$ cat src/rtl/frame_ring_allocator.sv
// frame_ring_allocator
//   Allocates frame slots for N_CH channels. Each channel has N_FRAMES slots
//   and one writer slot, one reader slot and a queue of completed frames
//   between them. Requests of the form {channel, role, offset} are turned
//   into compact memory addresses. A start-of-frame (sof) request first
//   moves that role to a new slot. The queue is updated either in LATEST
//   mode (MODE=0) or in FIFO mode (MODE=1).
// Ports
//   clk, rst            clock, asynchronous active-low reset
//   req_*               request channel with valid/ready handshake
//   flush_valid/_ch     returns one channel to its reset allocation
//   rsp_*               registered response, held while rsp_ready is low
//   ready_cnt           queued completed frames per channel, 3 bits each
module frame_ring_allocator #(
  parameter int N_CH     = 3,
  parameter int N_FRAMES = 3,
  parameter int MODE     = 0,
  parameter int ADDR_W   = 19,
  parameter int OFF_W    = 17,
  parameter logic [N_CH*ADDR_W-1:0] CH_BASE     = {19'h62030, 19'h62000, 19'h02000},
  parameter logic [N_CH*5-1:0]      CH_FRAME_AW = {5'd4, 5'd4, 5'd17},
  localparam int CH_W = (N_CH > 1) ? $clog2(N_CH) : 1
) (
  input  logic              clk,
  input  logic              rst,
  input  logic              req_valid,
  output logic              req_ready,
  input  logic [CH_W-1:0]   req_ch,
  input  logic              req_role,
  input  logic              req_sof,
  input  logic [OFF_W-1:0]  req_offset,
  input  logic              flush_valid,
  input  logic [CH_W-1:0]   flush_ch,
  output logic              rsp_valid,
  input  logic              rsp_ready,
  output logic [ADDR_W-1:0] rsp_addr,
  output logic [2:0]        rsp_idx,
  output logic              rsp_stale,
  output logic              rsp_drop,
  output logic              rsp_err,
  output logic [N_CH*3-1:0] ready_cnt
);

  localparam int QD = N_FRAMES - 2;

  logic [2:0] wr_slot_r [N_CH];
  logic [2:0] rd_slot_r [N_CH];
  logic [2:0] q_r       [N_CH][QD];
  logic [2:0] qcnt_r    [N_CH];

  logic              accept_s;
  logic              ch_ok_s;
  logic [2:0]        cur_w_s, cur_r_s, cur_cnt_s;
  logic [2:0]        cur_q_s [QD];
  logic [2:0]        nxt_w_s, nxt_r_s, nxt_cnt_s;
  logic [2:0]        nxt_q_s [QD];
  logic              claim_s, drop_s, stale_s;
  logic [7:0]        busy_s;
  logic [2:0]        free_idx_s;
  logic [2:0]        idx_s;
  logic [4:0]        aw_s;
  logic [ADDR_W-1:0] base_s, mask_s, addr_s;

  assign req_ready = !rsp_valid | rsp_ready;
  assign accept_s  = req_valid & req_ready;

  // Select the requested channel's state, flush it if needed, apply the sof update and translate
  always_comb begin
    ch_ok_s   = (32'(req_ch) < N_CH);
    cur_w_s   = 3'd0;
    cur_r_s   = 3'd1;
    cur_cnt_s = 3'd0;
    aw_s      = 5'd0;
    base_s    = '0;
    for (int i = 0; i < QD; i++) cur_q_s[i] = 3'd0;
    for (int c = 0; c < N_CH; c++) begin
      if (req_ch == CH_W'(c)) begin
        cur_w_s   = wr_slot_r[c];
        cur_r_s   = rd_slot_r[c];
        cur_cnt_s = qcnt_r[c];
        for (int i = 0; i < QD; i++) cur_q_s[i] = q_r[c][i];
        aw_s      = CH_FRAME_AW[c*5 +: 5];
        base_s    = CH_BASE[c*ADDR_W +: ADDR_W];
      end else begin
        aw_s = aw_s;
      end
    end
    // A flush on the same channel is resolved before the request
    if (flush_valid && (flush_ch == req_ch)) begin
      cur_w_s   = 3'd0;
      cur_r_s   = 3'd1;
      cur_cnt_s = 3'd0;
      for (int i = 0; i < QD; i++) cur_q_s[i] = 3'd0;
    end else begin
      cur_cnt_s = cur_cnt_s;
    end

    nxt_w_s   = cur_w_s;
    nxt_r_s   = cur_r_s;
    nxt_cnt_s = cur_cnt_s;
    for (int i = 0; i < QD; i++) nxt_q_s[i] = cur_q_s[i];
    claim_s = 1'b0;
    drop_s  = 1'b0;
    stale_s = 1'b0;

    if (req_sof && ch_ok_s) begin
      if (!req_role) begin
        if (cur_cnt_s == 3'(QD)) begin
          drop_s = 1'b1;
          if (MODE == 32'd0) begin
            // Oldest queued frame is discarded to make room for the new one
            for (int i = 0; i < QD - 1; i++) nxt_q_s[i] = cur_q_s[i+1];
            nxt_q_s[QD-1] = cur_w_s;
            claim_s = 1'b1;
          end else begin
            claim_s = 1'b0;
          end
        end else begin
          for (int i = 0; i < QD; i++) begin
            if (3'(i) == cur_cnt_s) nxt_q_s[i] = cur_w_s;
            else                    nxt_q_s[i] = nxt_q_s[i];
          end
          nxt_cnt_s = cur_cnt_s + 3'd1;
          claim_s   = 1'b1;
        end
      end else begin
        if (cur_cnt_s == 3'd0) begin
          stale_s = 1'b1;
        end else if (MODE == 32'd0) begin
          // Newest frame wins; everything older returns to the free pool
          for (int i = 0; i < QD; i++) begin
            if (3'(i) == cur_cnt_s - 3'd1) nxt_r_s = cur_q_s[i];
            else                           nxt_r_s = nxt_r_s;
          end
          nxt_cnt_s = 3'd0;
        end else begin
          nxt_r_s = cur_q_s[0];
          for (int i = 0; i < QD - 1; i++) nxt_q_s[i] = cur_q_s[i+1];
          nxt_cnt_s = cur_cnt_s - 3'd1;
        end
      end
    end else begin
      claim_s = 1'b0;
    end

    // Lowest slot held by neither the reader nor the queue; the old writer
    // slot is already in the queue whenever a claim happens.
    busy_s = 8'd0;
    busy_s[nxt_r_s] = 1'b1;
    for (int i = 0; i < QD; i++) begin
      if (3'(i) < nxt_cnt_s) busy_s[nxt_q_s[i]] = 1'b1;
      else                   busy_s = busy_s;
    end
    free_idx_s = 3'd0;
    for (int s = N_FRAMES - 1; s >= 0; s--) begin
      if (!busy_s[s]) free_idx_s = 3'(s);
      else            free_idx_s = free_idx_s;
    end
    if (claim_s) nxt_w_s = free_idx_s;
    else         nxt_w_s = nxt_w_s;

    idx_s  = req_role ? nxt_r_s : nxt_w_s;
    mask_s = (ADDR_W'(1) << aw_s) - ADDR_W'(1);
    addr_s = base_s + (ADDR_W'(idx_s) << aw_s) + (ADDR_W'(req_offset) & mask_s);
  end

  // Per-channel allocation state
  always_ff @(posedge clk or negedge rst) begin
    if (!rst) begin
      for (int c = 0; c < N_CH; c++) begin
        wr_slot_r[c] <= 3'd0;
        rd_slot_r[c] <= 3'd1;
        qcnt_r[c]    <= 3'd0;
        for (int i = 0; i < QD; i++) q_r[c][i] <= 3'd0;
      end
    end else begin
      for (int c = 0; c < N_CH; c++) begin
        if (accept_s && ch_ok_s && (req_ch == CH_W'(c))) begin
          wr_slot_r[c] <= nxt_w_s;
          rd_slot_r[c] <= nxt_r_s;
          qcnt_r[c]    <= nxt_cnt_s;
          for (int i = 0; i < QD; i++) q_r[c][i] <= nxt_q_s[i];
        end else if (flush_valid && (flush_ch == CH_W'(c))) begin
          wr_slot_r[c] <= 3'd0;
          rd_slot_r[c] <= 3'd1;
          qcnt_r[c]    <= 3'd0;
          for (int i = 0; i < QD; i++) q_r[c][i] <= 3'd0;
        end
      end
    end
  end

  // Response register, held while the consumer stalls
  always_ff @(posedge clk or negedge rst) begin
    if (!rst) begin
      rsp_valid <= 1'b0;
      rsp_addr  <= '0;
      rsp_idx   <= 3'd0;
      rsp_stale <= 1'b0;
      rsp_drop  <= 1'b0;
      rsp_err   <= 1'b0;
    end else if (accept_s) begin
      rsp_valid <= 1'b1;
      rsp_addr  <= ch_ok_s ? addr_s : '0;
      rsp_idx   <= ch_ok_s ? idx_s : 3'd0;
      rsp_stale <= stale_s;
      rsp_drop  <= drop_s;
      rsp_err   <= !ch_ok_s;
    end else if (rsp_ready) begin
      rsp_valid <= 1'b0;
    end
  end

  // Queue depth per channel, packed ch0 in the LSBs
  always_comb begin
    ready_cnt = '0;
    for (int c = 0; c < N_CH; c++) ready_cnt[c*3 +: 3] = qcnt_r[c];
  end

endmodule

$ cat config.mk
export PLATFORM = sky130hd
export DESIGN_NAME = frame_ring_allocator
export DESIGN_NICKNAME = d
export VERILOG_FILES = /design/src/rtl/frame_ring_allocator.sv
export SDC_FILE = /design/constraint.sdc
export NUM_CORES = 1
export LEC_CHECK = 0
export CORE_AREA = 4 4 105 107
export CTS_BUF_LIST = sky130_fd_sc_hd__clkbuf_2
export DETAILED_ROUTE_END_ITERATION = 12
export DIE_AREA = 0 0 109 111
export GPL_TIMING_DRIVEN = 0
export SYNTH_ARGS = -nofsm -noshare
export SYNTH_HDL_FRONTEND = slang
export SYNTH_SLANG_ARGS = --single-unit
export TNS_END_PERCENT = 100
$ cat constraint.sdc
create_clock -name clk -period 13.5 [get_ports clk]
set_input_delay 1.35 -clock clk [delete_from_list [all_inputs] [get_ports clk]]
set_output_delay 1.35 -clock clk [all_outputs]
set_load 0.05 [all_outputs]
==> results.txt <==
Final Max Slew Viols -> 0
WL/cell -> 18.1 um
Worst Skew -> 0.0175 ns
CTS tree -> yes
Sink Count -> 62
DRC viols -> 0
internal power -> 0.310 mW
Tcrit/Tclk final -> 0.606
max_slew headroom -> 0.465
final instance area -> 0.00516 mm^2
post-synthesis cell area -> 0.00425 mm^2
Max Clock Freq -> 122 MHz
Post-Syn Area per Cell -> 9.07 um^2
Post-synth EDFFs -> 0
Cell Area, Placed -> 0.00506 mm^2
Critical Path RT -> 13.89 ns
worst hold margin -> 0.479 ns
PD cells -> 98.4 mW/mm^2
Routed Antenna Nets -> 0
sum of negative setup slack -> 0 ns
Sequential Power Share -> 0.423
most frequent cells in the layout -> 63 x nand2_1, 62 x clkdlybuf4s50_1, 59 x dfrtp_1, 29 x o21ai_0, 29 x ha_1
via count of the first global-routing pass -> 4007
PortBufs -> 63
Clk Latency, worst-skew pair -> 0.49 ns
WP data arrival -> 8.58 ns
dpl hpwl -> 9190 um
CP max stage delay -> 0.60 ns
Synth Flop Type -> dfrtp_1
Final Util -> 0.509
post-synth top area share -> 0.347
status -> finished clean
gp weighted congestion -> 0.881
largest net degree at the start of global routing -> 63
Clock Tree Root -> clkbuf_2
Synth Area in Compound Gates -> 0.242
GRT Total Usage -> 0.216
fin nets -> 605
Via density -> 5.64
Sw Share -> 0.389
Critical Path Slowest Stage Cell -> clkdlybuf4s50_1
#FFs+latches synth -> 62
Rows -> 37
XOR/XNOR share of the synthesized area -> 0.0224
crit path launch type -> input pin
n_diodes -> 0
final setup vio count -> 0
Simple-Gate Fraction of Synth Area -> 0.215
Leak Pwr -> 2.23 nW
Fin. Hold Viols -> 0
sw power -> 0.198 mW
# Max-Cap Violations -> 0
Synth Warn # -> 0
CP max FO -> 10
antenna violations before repair -> 0
CP endpoint kind -> flop
initial cell density of the core -> 0.419
core box area -> 0.0101 mm^2
cell count after placement -> 670
library cells used by synthesis -> 76
H-tree Lvls -> 3
mux contribution to synthesized area -> 0.0147
commonest non-fill, non-tap cell in the layout -> nand2_1
CTS buffer count -> 9
maximum vdd drop -> 0.0000416 V
DRT iter0 DRCs -> 174
Clock power frac -> 0.219
RSZ-0062 raised after global routing -> false
top cell type by total area after synthesis -> dfrtp_1
sequential share of the synthesized area -> 0.366
Syn Inst Count -> 469
post-cts resize count -> 0
# IOs -> 64
GR Overflow Total -> 0
FFs w/ async S/R, synth -> 1.00
DRT Pass-1 Iters -> 5
Post-CTS Repair Setup Buffers -> 0
chip width -> 109 um
Clock Tree Buf Depth -> 2
die area -> 0.0121 mm^2
min Tclk post-route -> 8.19 ns
Adder-Cell Fraction of Synth Area -> 0.0995
post-route insts no fill -> 686
Hold Buf Count CTS -> 0
WS Path Type -> in2reg
DRT Wirelength -> 12400 um
chip height -> 111 um
main combinational cell family by area after synthesis -> compound AO/OA/AOI/OAI gates
area added between synthesis and finish -> 21.4%
Worst Max-Slew Pin Slew -> 0.802 ns
layout cells sized above 1 -> 0.0873
power share of the combinational group -> 0.358
Synth area leaders -> dfrtp_1 35%, ha_1 8.5%, nand2_1 5.6%
min-delay worst type -> reg2reg
first-pass GRT wire length -> 20700 um
Vias -> 3869
Worst-path clk slew -> 0.18 ns
==> power groups by stage <==
stage	clock (mW)	combinational [mW]	sequential, mW
2_1_floorplan	0	0.0756	0.260
3_3_place_gp	0	0.181	0.218
5_1_grt	0.124	0.196	0.217
3_5_place_dp	0	0.181	0.218
6_report	0.111	0.182	0.215
4_1_cts	0.115	0.182	0.215
==> cell usage after synthesis, types with 2 or more instances <==
library cell / number
a211o_1: 2
a211oi_1: 3
a21oi_1: 21
a21oi_2: 2
a221oi_1: 2
a22o_1: 17
a22oi_1: 4
a2bb2oi_1: 5
a31oi_1: 4
a32oi_1: 2
and2_1: 10
and3_1: 6
buf_2: 7
clkbuf_1: 12
dfrtp_1: 59
dfstp_2: 3
fa_1: 3
ha_1: 29
inv_1: 17
inv_2: 2
mux2i_1: 4
nand2_1: 63
nand2b_1: 9
nand3_1: 9
nand3b_1: 8
nand4_1: 2
nand4b_1: 2
nor2_1: 28
nor2b_1: 10
nor3_1: 7
nor3b_1: 3
nor4_1: 3
o211ai_1: 4
o21a_1: 7
o21ai_0: 29
o21ai_1: 11
o21ai_2: 3
o21bai_1: 2
o31ai_1: 10
o41ai_1: 2
xnor2_1: 6
xor2_1: 3
==> per-stage QoR <==
stage | power (mW) | worst slack (ns)
floorplan | 0.336 | 6.69
global placement | 0.398 | 5.01
detailed placement | 0.400 | 4.91
CTS | 0.512 | 5.40
global route | 0.538 | 4.79
finish | 0.508 | 5.31
==> critical path, delay by kind of cell <==
kind / cells / cell delay, ns
simple gates: 8 / 1.77
compound gates: 9 / 2.46
mux: 1 / 0.31
buf+inv: 6 / 1.27
fa+ha+maj: 4 / 1.42
==> registers in the layout, indices dropped and copies added, names as in the netlist <==
signal / flops
rsp_idx: 3
q_r: 9
rsp_stale: 1
rsp_valid: 1
wr_slot_r: 9
ready_cnt: 9
rd_slot_r: 9
rsp_drop: 1
rsp_addr: 19
rsp_err: 1
==> cell type report <==
type | count | area [um^2]
repair buffers | 63 | 628
clock inverters | 6 | 52.6
multi-input cells | 369 | 2530
well taps | 136 | 170
clock buffers | 10 | 50.0
inverters | 19 | 71.3
fillers | 946 | 4980
flip-flops and latches | 62 | 1560
plain buffers | 21 | 98.8
==> worst paths after layout <==
check,from,cells after the start,slack [ns],end
setup reg to reg,ready_cnt[1]$_DFFE_PN0P_,24,7.19,rsp_addr[18]$_DFFE_PN0P_
min in group asynchronous,rst,1,0.92,rsp_addr[8]$_DFFE_PN0P_
max in group asynchronous,rst,1,12.05,wr_slot_r[7]$_DFFE_PN0P_
setup / recovery,req_ch[0],28,5.31,rsp_addr[18]$_DFFE_PN0P_
hold / removal,rd_slot_r[6]$_DFFE_PN1P_,2,0.48,rd_slot_r[6]$_DFFE_PN1P_
hold reg to reg,rd_slot_r[6]$_DFFE_PN1P_,2,0.48,rd_slot_r[6]$_DFFE_PN1P_
==> per-layer routing <==
metal  track usage  share of wire  vias up
li1              -              -     1856
met1         0.287           0.45     1894
met2         0.360           0.49      105
met3        0.0320          0.049       14
met4        0.0640          0.013        0
met5             0              0        -
==> cell families after synthesis <==
logic type	count (synthesis)
XOR/XNOR	10
adder cells (fa/ha/maj)	32
flip-flops	62
AND/OR/NAND/NOR	174
AO/OA/AOI/OAI	145
other	1
buffers and inverters	40
multiplexers	5
Note: power is estimated with default switching activity, not from simulation.
==> patch 1 (same flow settings) <==
Set the parameter `MODE` to 1 (it was 0). Comments in the files are not updated.
--- a/src/rtl/frame_ring_allocator.sv
+++ b/src/rtl/frame_ring_allocator.sv
@@ -15,5 +15,5 @@
   parameter int N_CH     = 3,
   parameter int N_FRAMES = 3,
-  parameter int MODE     = 0,
+  parameter int MODE     = 1,
   parameter int ADDR_W   = 19,
   parameter int OFF_W    = 17,
Check against the original RTL: not equivalent (a bounded check fails within 4 cycles, from zero or initial values and one cycle with rst low).
==> patch 1 against the unedited design <==
Clock power increased by 23%. Combinational power grew 12%. Setup slack better by 0.27 ns. Wire length grew 2.6%. Final area rose by 2.6%. Synthesized area increased by 2.4%. Clock skew grew 0.025 ns. Sequential cell count is the same. Global-route usage grew 0.48 points. Critical endpoint is now rsp_addr[15]$_DFFE_PN0P_. Total power up 10%. Core utilization rose by 1.3 points.
==> patch 1: results (changes against the unedited design) <==
Run status
  • Outcome: finished, final reports clean (unchanged)

Cells and area
  • Clock network area share: 2.530% (was 1.988%)
  • Total Nets Final: 615 (was 605)
  • Inverters: 26 (was 19)
  • Share of cells above drive strength 1: 10.34% (was 8.727%)
  • Final-layout non-clock buffer area share: 14.56% (was 14.09%)
  • Fillers: 956 (was 946)
  • Non-clock buffers: 85 (was 84)
  • Multi-input gate count: 372 (was 369)

Global route
  • Total GRT Usage: 22.07% (was 21.59%)
  • Vias in the first global route: 3957 (was 4007)

STA
  • Worst hold slack: 0.4827 ns (was 0.4793 ns)
  • Slew @ Worst Pin: 0.7977 ns (was 0.8022 ns)
  • Fmax: 0.1263 GHz (was 0.1221 GHz)
  • Clock skew: 0.04269 ns (was 0.01754 ns)

Pwr
  • Worst vdd ir: 0.04199 mV (was 0.04158 mV)
  • Sw Ratio: 39.57% (was 38.94%)
  • Leakage: 2.306 nW (was 2.227 nW)
  • P_clk: 0.136 mW (was 0.111 mW)
  • Combinational share of power: 36.5% (was 35.8%)

Logic synthesis
  • Synth unique cells: 75 (was 76)
  • Top cells by count, synth: nand2_1, dfrtp_1, o21ai_0 (was nand2_1, dfrtp_1, ha_1, o21ai_0, nor2_1)
  • Ranking of synthesized cells by area: dfrtp_1, ha_1, nand2_1 (unchanged)
  • Syn Inst Count: 480 (was 469)
  • Seq/Total Area, Yosys: 35.73% (was 36.58%)

Routing
  • Final WL: 12720 um (was 12390 um)
  • DRT iter0 DRCs: 146 (was 174)
  • Via count: 3946 (was 3869)

Placement
  • Post-DP HPWL: 9368 um (was 9188 um)
  • Inst Count DP: 681 (was 670)
  • Worst Setup Slack post-DPL: 5.189 ns (was 4.910 ns)
  • RD Place Congestion: 0.9180 (was 0.8808)
  • Placed cell area: 5159 um^2 (was 5057 um^2)

Clock tree
  • Worst-Skew Late Latency: 0.53 ns (was 0.49 ns)

Critical path
  • Worst flop-to-flop path endpoint: rsp_addr[15]$_DFFE_PN0P_ (was rsp_addr[18]$_DFFE_PN0P_)
  • Cells on worst reg2reg path: 25 (was 24)
  • Reg2Reg Setup Slack: 7.35 ns (was 7.19 ns)
  • Worst Path Arrival: 8.33 ns (was 8.58 ns)

Worst hold path
  • Hold_sp: rd_slot_r[0]$_DFFE_PN1P_ (was rd_slot_r[6]$_DFFE_PN1P_)
  • Worst Hold End: rd_slot_r[0]$_DFFE_PN1P_ (was rd_slot_r[6]$_DFFE_PN1P_)
  • Worst hold stages: 2 (unchanged)
-- patch 1: cell types whose count changed in the layout (fill, tap and decap cells not counted), sizes merged, moves of 4 or more --
cell,delta
nor2,-6
buf,+4
nand3,+4
inv,+7
o31ai,-4
nand2,+8
clkbuf,-4
o21ai,+9
-- patch 1: kinds of logic (layout without fill, tap and decap cells) --
group | Yosys count | in the layout | share of synthesized area, %
and+or+nand+nor | 174 | 174 | 21.33
AOI/OAI and AO/OA | 150 | 150 | 24.63
muxes | 3 | 3 | 1.063
adders and majority gates | 31 | 31 | 9.428
DFF | 62 | 62 | 35.73
buffers and inverters | 48 | 127 | 5.519
other | 1 | 3 | 0.08615
xor gates and xnor gates | 11 | 11 | 2.213
-- patch 1: metal layers --
metal / track usage (%) / routed length (um) / share of wire [%]
met5: 0 / 0 / 0
met4: 5.724 / 143 / 1.1
met1: 32.04 / 6001 / 47
met3: 3.553 / 743 / 5.8
met2: 33.95 / 5828 / 46
==> patch 2 (same settings) <==
Without the edit above. Put a register stage on the output `ready_cnt`. The value now appears one clock later. The other outputs are not delayed to match.
--- a/src/rtl/frame_ring_allocator.sv
+++ b/src/rtl/frame_ring_allocator.sv
@@ -44,4 +44,6 @@
   localparam int QD = N_FRAMES - 2;
 
+  logic [N_CH*3-1:0] ready_cnt_d;
+
   logic [2:0] wr_slot_r [N_CH];
   logic [2:0] rd_slot_r [N_CH];
@@ -214,6 +216,10 @@
   // Queue depth per channel, packed ch0 in the LSBs
   always_comb begin
-    ready_cnt = '0;
-    for (int c = 0; c < N_CH; c++) ready_cnt[c*3 +: 3] = qcnt_r[c];
+    ready_cnt_d = '0;
+    for (int c = 0; c < N_CH; c++) ready_cnt_d[c*3 +: 3] = qcnt_r[c];
+  end
+
+  always_ff @(posedge clk) begin
+    ready_cnt <= ready_cnt_d;
   end
 
Check against the original RTL: not equivalent (Yosys sat finds a counterexample within 4 cycles, from zero or initial values and one cycle with rst low).
==> patch 2 against the unedited design <==
Synthesized area increased by 2.6%. Total power increased by 9.0%. Final area increased by 2.4%. Cell count increased by 1.5%. Setup slack improved by 0.22 ns. Non-clock buffer count increased by 1. Wire length decreased by 0.61%. Sequential cell count increased by 9.
==> patch 2: results (changes against the unedited design) <==
Routing
  • DRT iter0 DRCs: 257 (was 174)
  • Wire length on met2: 5540 um (was 6081 um)
  • Met1 WL: 6068 um (was 5540 um)
  • Drt wl/cell: 17.70 um (was 18.06 um)
  • Via count: 3819 (was 3869)
  • Met3 wire len: 544 um (was 601 um)

Pwr
  • Leakage: 2.284 nW (was 2.227 nW)
  • Combinational share of power: 32.7% (was 35.8%)
  • P_seq: 0.245 mW (was 0.215 mW)
  • Int Power: 0.3421 mW (was 0.3101 mW)
  • Worst vdd ir: 0.05339 mV (was 0.04158 mV)

Logic synthesis
  • Ranking of synthesized cells by area: dfrtp_1, ha_1, nand2_1 (unchanged)
  • Async S/R FF share, synth: 87.32% (was 100.0%)
  • Seq/Total Area, Yosys: 39.80% (was 36.58%)
  • Syn Inst Count: 479 (was 469)
  • Synth unique cells: 63 (was 76)

Placement
  • Worst Setup Slack post-DPL: 5.098 ns (was 4.910 ns)
  • RD Place Congestion: 0.9075 (was 0.8808)
  • Placed cell area: 5166 um^2 (was 5057 um^2)
  • Post-DP HPWL: 9071 um (was 9188 um)

Clock tree
  • Worst-Skew Late Latency: 0.52 ns (was 0.49 ns)
  • Clock-pin slew on the worst setup and hold paths: 0.23 ns (was 0.18 ns)

Critical path
  • Setup crit end: rsp_addr[17]$_DFFE_PN0P_ (was rsp_addr[18]$_DFFE_PN0P_)
  • Reg2Reg Setup Slack: 7.29 ns (was 7.19 ns)
  • Reg-to-Reg Start: qcnt_r[6]$_DFFE_PN0P_ (was ready_cnt[1]$_DFFE_PN0P_)
  • Worst path max stage delay: 0.54 ns (was 0.60 ns)

Global route
  • First-pass GRT wire length: 20260 um (was 20740 um)
  • Met2 usage: 32.23% (was 35.95%)
  • Total GRT Usage: 21.32% (was 21.59%)

STA
  • Tcrit/Tclk final: 59.02% (was 60.64%)
  • Worst hold slack: 0.4231 ns (was 0.4793 ns)

Worst hold path
  • Worst hold stages: 0 (was 2)
  • Worst Hold End: ready_cnt[0]$_DFF_P_ (was rd_slot_r[6]$_DFFE_PN1P_)

Run status
  • Outcome: finished, final reports clean (unchanged)

Cells and area
  • Total Nets Final: 615 (was 605)
  • Share of cells above drive strength 1: 7.679% (was 8.727%)
patch 2: cell types whose count changed in the layout (fill, tap and decap cells not counted), sizes merged, moves of 5 or more:
cell and change:
nand2 +12, inv +5, a22o -9, dfxtp +9, o21ai +7, nor2 -11
patch 2: kinds of logic after synthesis:
kind of cell | Yosys count | share of synthesized area (%)
simple gates | 178 | 21.55
compound gates | 131 | 19.89
flops | 71 | 39.80
buf+inv | 44 | 4.304
fa+ha+maj | 32 | 9.699
xor+xnor | 14 | 2.812
mux | 8 | 1.865
other cells | 1 | 0.08600
patch 2: cell type report:
class / instances / area (um^2)
Inverter: 22 / 82.58
Sequential cell: 71 / 1735
Tap cell: 136 / 170.2
Multi-Input combinational cell: 366 / 2445
Timing Repair Buffer: 63 / 628.1
Fill cell: 943 / 4855
Clock inverter: 6 / 67.56
Clock buffer: 10 / 50.05
Buffer: 22 / 105.1
